==> src/rtl/alu_pkg.sv <==
// Shared types and defaults for the KGP-RISC execute stage.
package alu_pkg;

  localparam int ALU_DATA_W = 32;

  // Decoded ALU operation coming from the ALU control decoder.
  typedef enum logic [3:0] {
    ALU_NOP  = 4'b0000,
    ALU_ADD  = 4'b0001,
    ALU_AND  = 4'b0010,
    ALU_COMP = 4'b0011,
    ALU_XOR  = 4'b0100,
    ALU_SLL  = 4'b0101,
    ALU_SRL  = 4'b0110,
    ALU_SRA  = 4'b0111,
    ALU_DIFF = 4'b1000
  } alu_sig_e;

  // Execute-stage control state.
  typedef enum logic [1:0] {
    ST_IDLE  = 2'd0,
    ST_SHIFT = 2'd1,
    ST_SCAN  = 2'd2
  } exec_state_e;

endpackage

==> src/rtl/alu_seq_shifter.sv <==
// Iterative engine: one-bit-per-cycle shifter and least-significant-set-bit
// scanner for diff. The owning FSM tells it when it is running; it raises
// done_o combinationally in the cycle whose edge completes the operation.
module alu_seq_shifter
  import alu_pkg::*;
#(
  parameter int DATA_W  = ALU_DATA_W,
  parameter int SHAMT_W = $clog2(DATA_W)
) (
  input  logic              clk,
  input  logic              rst_n,
  input  logic              start_i,
  input  alu_sig_e          op_i,
  input  logic [DATA_W-1:0] a_i,
  input  logic [DATA_W-1:0] b_i,
  input  logic              run_i,
  output logic              done_o,
  output logic [DATA_W-1:0] res_o
);

  // Counter is one bit wider than the shift amount so the scan index can
  // reach DATA_W.
  localparam int CNT_W = SHAMT_W + 1;

  alu_sig_e          mode_q, mode_d;
  logic [DATA_W-1:0] data_q, data_d;
  logic [CNT_W-1:0]  cnt_q, cnt_d;
  logic [DATA_W-1:0] shifted;
  logic              scan;
  logic              bit_hit;

  assign scan    = (mode_q == ALU_DIFF);
  assign bit_hit = data_q[cnt_q[SHAMT_W-1:0]];

  // One-position shift of the working register for the current mode.
  always_comb begin
    unique case (mode_q)
      ALU_SLL: shifted = {data_q[DATA_W-2:0], 1'b0};
      ALU_SRA: shifted = {data_q[DATA_W-1], data_q[DATA_W-1:1]};
      default: shifted = {1'b0, data_q[DATA_W-1:1]};
    endcase
  end

  // Completion detect and the value handed back to the output registers.
  always_comb begin
    done_o = 1'b0;
    res_o  = shifted;
    if (scan) begin
      res_o = bit_hit ? DATA_W'(cnt_q) : DATA_W'(DATA_W);
      if (run_i) done_o = bit_hit || (cnt_q == CNT_W'(DATA_W - 1));
    end else if (run_i) begin
      done_o = (cnt_q == CNT_W'(1));
    end
  end

  // Load on start, then shift/count down or advance the scan index.
  always_comb begin
    mode_d = mode_q;
    data_d = data_q;
    cnt_d  = cnt_q;
    if (start_i) begin
      mode_d = op_i;
      if (op_i == ALU_DIFF) begin
        data_d = a_i ^ b_i;
        cnt_d  = '0;
      end else begin
        data_d = a_i;
        cnt_d  = {1'b0, b_i[SHAMT_W-1:0]};
      end
    end else if (run_i) begin
      if (scan) begin
        if (cnt_q != CNT_W'(DATA_W)) cnt_d = cnt_q + CNT_W'(1);
      end else begin
        data_d = shifted;
        cnt_d  = cnt_q - CNT_W'(1);
      end
    end
  end

  // Engine registers.
  always_ff @(posedge clk or negedge rst_n) begin
    if (!rst_n) begin
      mode_q <= ALU_NOP;
      data_q <= '0;
      cnt_q  <= '0;
    end else begin
      mode_q <= mode_d;
      data_q <= data_d;
      cnt_q  <= cnt_d;
    end
  end

endmodule

==> src/rtl/alu_exec_unit.sv <==
// KGP-RISC execute stage: valid/ready handshake, single-cycle datapath and
// registered result/flags; shifts and diff are delegated to alu_seq_shifter.
module alu_exec_unit
  import alu_pkg::*;
#(
  parameter int DATA_W  = ALU_DATA_W,
  parameter int SHAMT_W = $clog2(DATA_W)
) (
  input  logic              clk,
  input  logic              rst_n,
  input  logic              in_valid,
  output logic              in_ready,
  input  logic [3:0]        alu_signal,
  input  logic [DATA_W-1:0] op_a,
  input  logic [DATA_W-1:0] op_b,
  output logic              out_valid,
  input  logic              out_ready,
  output logic [DATA_W-1:0] result,
  output logic              carry,
  output logic              zero,
  output logic              sign
);

  exec_state_e       state_q, state_d;
  logic [DATA_W-1:0] result_q, res_d;
  logic              carry_q, carry_d;
  logic              zero_q, sign_q, out_valid_q;
  logic              load;
  logic              accept;
  logic              eng_start;
  logic              eng_done;
  logic [DATA_W-1:0] eng_res;
  alu_sig_e          op;

  assign op       = alu_sig_e'(alu_signal);
  assign in_ready = (state_q == ST_IDLE) && (!out_valid_q || out_ready);
  assign accept   = in_valid && in_ready;

  alu_seq_shifter #(
    .DATA_W (DATA_W),
    .SHAMT_W(SHAMT_W)
  ) u_seq (
    .clk    (clk),
    .rst_n  (rst_n),
    .start_i(eng_start),
    .op_i   (op),
    .a_i    (op_a),
    .b_i    (op_b),
    .run_i  (state_q != ST_IDLE),
    .done_o (eng_done),
    .res_o  (eng_res)
  );

  // Next state, single-cycle datapath and output-load decision.
  always_comb begin
    // NOTE: every signal driven here gets a default first, so no path can
    // leave one unassigned and infer a latch.
    state_d   = state_q;
    load      = 1'b0;
    eng_start = 1'b0;
    res_d     = '0;
    carry_d   = 1'b0;
    unique case (state_q)
      ST_IDLE: begin
        if (accept) begin
          load = 1'b1;
          unique case (op)
            ALU_ADD:  {carry_d, res_d} = {1'b0, op_a} + {1'b0, op_b};
            ALU_AND:  res_d = op_a & op_b;
            ALU_COMP: res_d = ~op_b + DATA_W'(1);
            ALU_XOR:  res_d = op_a ^ op_b;
            ALU_SLL, ALU_SRL, ALU_SRA: begin
              if (op_b[SHAMT_W-1:0] == '0) begin
                res_d = op_a;
              end else begin
                load      = 1'b0;
                eng_start = 1'b1;
                state_d   = ST_SHIFT;
              end
            end
            ALU_DIFF: begin
              load      = 1'b0;
              eng_start = 1'b1;
              state_d   = ST_SCAN;
            end
            default: res_d = '0;
          endcase
        end
      end
      ST_SHIFT, ST_SCAN: begin
        if (eng_done) begin
          load    = 1'b1;
          res_d   = eng_res;
          state_d = ST_IDLE;
        end
      end
      default: state_d = ST_IDLE;
    endcase
  end

  // FSM state register.
  always_ff @(posedge clk or negedge rst_n) begin
    // NOTE: clocked state is written with non-blocking assignments so every
    // register samples pre-edge values regardless of block ordering.
    if (!rst_n) state_q <= ST_IDLE;
    else        state_q <= state_d;
  end

  // Output registers: load on completion, hold until the consumer takes it.
  always_ff @(posedge clk or negedge rst_n) begin
    if (!rst_n) begin
      result_q    <= '0;
      carry_q     <= 1'b0;
      zero_q      <= 1'b0;
      sign_q      <= 1'b0;
      out_valid_q <= 1'b0;
    end else if (load) begin
      result_q    <= res_d;
      carry_q     <= carry_d;
      zero_q      <= (res_d == '0);
      sign_q      <= res_d[DATA_W-1];
      out_valid_q <= 1'b1;
    end else if (out_ready) begin
      out_valid_q <= 1'b0;
    end
  end

  assign result    = result_q;
  assign carry     = carry_q;
  assign zero      = zero_q;
  assign sign      = sign_q;
  assign out_valid = out_valid_q;

endmodule

==> config.mk <==
export PLATFORM = sky130hd
export DESIGN_NAME = alu_exec_unit
export DESIGN_NICKNAME = d
export VERILOG_FILES = /design/src/rtl/alu_pkg.sv /design/src/rtl/alu_seq_shifter.sv /design/src/rtl/alu_exec_unit.sv
export SDC_FILE = /design/constraint.sdc
export NUM_CORES = 1
export LEC_CHECK = 0
export BUFFER_PORTS_ARGS = -buffer_cell sky130_fd_sc_hd__buf_2
export CAP_MARGIN = 5
export CORE_MARGIN = 1
export CORE_UTILIZATION = 60
export CTS_CLUSTER_DIAMETER = 100
export DETAILED_ROUTE_END_ITERATION = 7
export PLACE_DENSITY = 0.82
export SYNTH_ARGS = -nofsm -noshare
export SYNTH_HDL_FRONTEND = slang
export SYNTH_HIERARCHICAL = 1
export SYNTH_SLANG_ARGS = --single-unit
==> constraint.sdc <==
create_clock -name clk -period 6.44 [get_ports clk]
set_input_delay 1.61 -clock clk [delete_from_list [all_inputs] [get_ports clk]]
set_output_delay 1.61 -clock clk [all_outputs]
set_load 0.01 [all_outputs]
Word-level counts from Yosys, hierarchy flattened. Index checks and enable logic that the tools add are counted. W data, S select, Z words.

Flip-flop bits (word level): 80. Bits of input ports: 72. Output and inout port bits: 37. Logic and storage cells: 96.

Add/subtract/negate cells: 4. Order comparisons: 1. Eq/ne operators: 22. Mux-type cells: 41. Bitwise gates (word level): 3. Reduce and logical (&&, ||, !) cells: 16.

Operators by type and width (number): $mux W32 (8); $pmux W32 S5 (1); $pmux W32 S2 (2); $add A32 B32 Y33 (1); $add A32 B1 Y32 const B (1); $and A32 B32 Y32 (1); $logic_not A32 Y1 (1); $not A32 Y32 (1); $xor A32 B32 Y32 (1); $mux W6 (5); $eq A4 B3 Y1 const B (6); $mux W1 (15); $eq A4 B2 Y1 const B (2); $eq A4 B4 Y1 const B (2); $pmux W2 S2 (2); $add A6 B1 Y6 const B (1); $eq A6 B1 Y1 const B (1); $eq A6 B5 Y1 const B (1); $lt A5 B6 Y1 const B (1); $mux W2 (3); $ne A2 B2 Y1 const B (3); $ne A3 B3 Y1 const B (2); $ne A6 B6 Y1 const B (1); $pmux W1 S2 (3); other kinds (17) (22).

Logic depth before layout (Yosys ltp).
Depth after elaboration: 8. Depth in mapped cells: 19. Gate-level depth less buffers: 15.

By module. The synthesis kept the hierarchy.

By module, submodules not included: alu_exec_unit (times used 1, cells an instance 712, area an instance 5378.9 um2); alu_seq_shifter (times used 1, cells an instance 394, area an instance 3284.4 um2).

Worst setup path before layout. OpenSTA, ideal clock, no wires.

Path type: input port to flip-flop. Start: input op_a[0]. End: register zero_q, in the netlist zero. Arrival time: 4.450 ns. Required time: 6.363 ns. Setup slack: 1.914 ns. Stages: 13. Path buffers: 0. Cell sequence: ha_1 > inv_1 > fa_1 > nor2b_1 > o2111ai_1 > a2111oi_0 > o31ai_1 > o31a_1 > xnor2_1 > o21ai_0 > nor4b_1 > nand4_1 > o21ai_1.

Word-level cells in the longest chain between the ends: 5.

RTL lines: start, declared (line alu_exec_unit.sv:14) `input logic [DATA_W-1:0] op_a,`; $add A32 B32 Y33, or another cell as far along (line alu_exec_unit.sv:68) `ALU_ADD: {carry_d, res_d} = {1'b0, op_a} + {1'b0, op_b};`; $pmux W32 S5 (*) (line alu_exec_unit.sv:67) `unique case (op)`; $mux W32 (*) (line alu_exec_unit.sv:65) `if (accept) begin`; $pmux W32 S2 (*) (line alu_exec_unit.sv:63) `unique case (state_q)`; $logic_not A32 Y1 (*) (line alu_exec_unit.sv:120) `zero_q <= (res_d == '0);`; end signal, assigned (line alu_exec_unit.sv:120); end, declared (line alu_exec_unit.sv:27) `logic zero_q, sign_q, out_valid_q;`.

Mark *: on every way between the ends. The rest lies on a longest branch, timed or not. A chain may end at the register's enable or synchronous reset.

Final worst setup path.
Start: register u_seq.cnt_q[1]. End: register zero_q, in the netlist zero.

Word-level cells in the longest chain between the ends: 8.

RTL lines: start, declared (line alu_seq_shifter.sv:27) `logic [CNT_W-1:0] cnt_q, cnt_d;`; start signal, assigned (line alu_seq_shifter.sv:89) `cnt_q <= cnt_d;`; $bmux W1 S5 (line alu_seq_shifter.sv:33) `assign bit_hit = data_q[cnt_q[SHAMT_W-1:0]];`; $mux W1 (not written as such) (line alu_seq_shifter.sv:33); $logic_or A1 B1 Y1 (line alu_seq_shifter.sv:50) `if (run_i) done_o = bit_hit || (cnt_q == CNT_W'(DATA_W - 1));`; $mux W1 (line alu_seq_shifter.sv:50); $mux W1 (*) (line alu_seq_shifter.sv:48) `if (scan) begin`; net eng_done (line alu_exec_unit.sv:31) `logic eng_done;`; $mux W32 (line alu_exec_unit.sv:91) `if (eng_done) begin`; $pmux W32 S2 (line alu_exec_unit.sv:63); $logic_not A32 Y1 (line alu_exec_unit.sv:120).

Mark *: on every way through the listed nets, which the timed path passes. The rest lies on a longest branch. The select of a mux whose other input is x is not followed.

==> results.toml <==
[run_status]
status = "completed"

[cells_and_area]
final_common_cell = "nand2_1"
layout_common_cells = "nand2_1 (139), buf_2 (107), o21ai_0 (96)"
nets = 1276
drive_gt1_frac = 0.169
syn_to_final_growth_pct = 9.58

[global_route]
antenna_found_initial = 3
grt_pass1_wl_mm = 45.7
grt_usage = 0.403
grt_overflow = 0
grt_max_degree = 80
grt_pass1_vias = 8246

[clocking]
cts_max_path_buffers = 2
cts_buffers = 9
cts_tree = "done"
path_clk_slew_ns = 0.06
insertion_delay_ns = 0.34
h-tree-depth = 3
cts_hold_buf = 0
post_cts_resized = 0
cts.sinks = 79
cts-root-buf = "clkbuf_16"
post-cts-setup-buffers = 0

[floorplan]
core_mm2 = 0.0140
initial_utilization = 0.619
die_w_um = 122
io_pins = 109
rows = 43
die_h_um = 122
dieArea_mm2 = 0.0149

[route]
drt_iter0_markers = 1360
route.detailed.drc = 0
vias_per_cell = 6.98
postRouteAntennaNets = 0
wl_mm = 30.1
wl_per_cell_um = 22.3
vias = 9420
firstDrtPassIters = 6

[synth]
synthFlopType = "dfrtp_1"
synthTopCellsByArea = "dfrtp_1 (23%), nand2_1 (6.0%), mux2i_1 (5.9%), ha_1 (5.8%), o21ai_0 (5.5%)"
async_flop_share = 1.00
yosysWarnings = 6
syn_inst = 1106
syn_nets = 1219
yosys.cell_types.count = 83
yosysTopAreaCell = "dfrtp_1"
netlist_area_mm2 = 0.00866
synth_edf_count = 0
ys_seq_area_frac = 0.228
synth_top_area_frac = 0.228
avgSynthCellArea_um2 = 7.83
ys_seq_elements = 79

[setup_path]
cp-end-kind = "register"
setup.worst_path.class = "register to register"
worstPathArrival_ns = 5.52
start_kind = "register"
regToRegSetupSlack_ns = 1.19
worstSetupStartpoint = "u_seq/cnt_q[1]$_DFFE_PN0P_"
path_max_fanout = 23
cp.required_ns = 6.71
r2r_start = "u_seq/cnt_q[1]$_DFFE_PN0P_"
reg2regPathDepth = 15
reg2reg_to = "zero$_DFFE_PN0P_"

[timing]
skew_ns = 0.00417
finalCriticalPeriod_ns = 5.25
rsz0062_at_grt = "false"
max_freq_mhz = 190
finalCritPeriodShare = 0.816
worst_pin_slew_ns = 1.31
setup_viol = 0
hold_violations = 0
maxSlewViolCount = 0
slew_headroom = 0.126
setup_tns_ns = 0

[pwr]
powerDensity_mw_per_mm2 = 294
p_leak_nw = 3.96
ir_worst_vdd_mv = 0.160
report.power.total_mw = 2.79

[place]
gp_congestion = 1.02
io_buffers = 108
hpwl_mm = 22.6

[worst_hold_path]
hold_end = "result[25]$_DFFE_PN0P_"
min_from = "result[25]$_DFFE_PN0P_"
hold_depth = 2
hp-class = "register to register"

[run]
cap_viol_max_count = 0
-- state kept, by name, indices dropped and copies added, names as in the netlist --
| register | flops |
|---|---|
| carry | 1 |
| u_seq/mode_q | 4 |
| out_valid | 1 |
| u_seq/data_q | 32 |
| state_q | 2 |
| zero | 1 |
| result | 32 |
| u_seq/cnt_q | 6 |
-- stage by stage --
stage	setup slack [ns]	hold WS [ns]	util	cells	cell area (um2)
2_1_floorplan	1.91	0.491	-	1106	8660
3_3_place_gp	1.17	0.461	0.658	1332	9200
3_5_place_dp	1.20	0.472	0.658	1332	9200
4_1_cts	1.26	0.484	0.678	1348	9490
5_1_grt	0.872	0.511	0.679	1349	9490
6_report	1.19	0.478	0.679	1349	9490
-- cells in the mapped netlist (5+ instances only) --
master and instances:
nor3_1 23, a221oi_1 17, buf_4 6, ha_1 40, or4_1 5, o31ai_1 7
and3_1 18, a2111oi_0 5, nor2_1 79, a22oi_1 38, nand2b_1 7, inv_1 26
clkbuf_8 8, a211oi_1 8, nor4_1 9, a222oi_1 13, xor2_1 30, a22o_1 12
clkbuf_1 49, o211ai_1 10, mux2_2 25, nand4_1 12, buf_2 10, nand3_1 13
dfrtp_1 79, nand3b_1 5, xnor2_1 38, a31oi_1 8, o21ai_0 96, mux2i_1 51
nand2_1 139, buf_1 5, a21o_1 15, nor4b_1 6, nor2b_1 8, a21oi_1 91
o22ai_1 12
-- cells by family (layout without fill, tap and decap cells) --
family          Yosys count  count (layout)  synth area share
compound gates          374             374             0.284
mux                      76              76            0.0914
flops                    79              79             0.228
fa+ha+maj                41              41            0.0601
simple gates            363             363             0.208
xor+xnor                 68              68            0.0687
other cells               0               1                 0
buf+inv                 105             167            0.0596
-- per-layer routing --
metal,routed length (um),vias up,track usage
met5,13,-,0
met4,904,2,0.153
met3,3390,69,0.0871
met2,12400,573,0.565
met1,13300,4518,0.596
li1,-,4258,-
-- report_power, final --
group	total [mW]	switching [mW]	internal, mW
clock network	0.509	0.198	0.310
logic	1.40	0.864	0.538
registers	0.882	0.223	0.659
total	2.79	1.29	1.51
-- how the worst max path moves through the flow --
stage                            end
finish              zero$_DFFE_PN0P_
CTS                 zero$_DFFE_PN0P_
detailed placement  zero$_DFFE_PN0P_
floorplan           zero$_DFFE_PN0P_
global placement    zero$_DFFE_PN0P_
global route        zero$_DFFE_PN0P_
-- layout make-up --
cell class              count  area (um2)
diodes                      1        2.50
clock buffers              13         250
clock inverters             3        42.5
fillers                  1245        4500
inverters                  26        97.6
multi-input cells         922        6230
flip-flops and latches     79        1980
well taps                 180         225
repair buffers            125         671
-- critical path, cell delays in order, from the launching register on --
cell	delay [ns]
dfrtp_1	0.92
inv_1	0.31
a2111oi_0	0.47
o22ai_1	0.20
nor3_2	0.42
a221oi_1	0.18
and2_1	0.46
buf_4	0.35
a222oi_1	0.35
nand2_1	0.08
a21oi_1	0.12
o22ai_1	0.13
or4_1	0.52
nor4_1	0.36
nand4_1	0.14
o21ai_1	0.14
No activity file was read; power rests on OpenSTA's default activity.
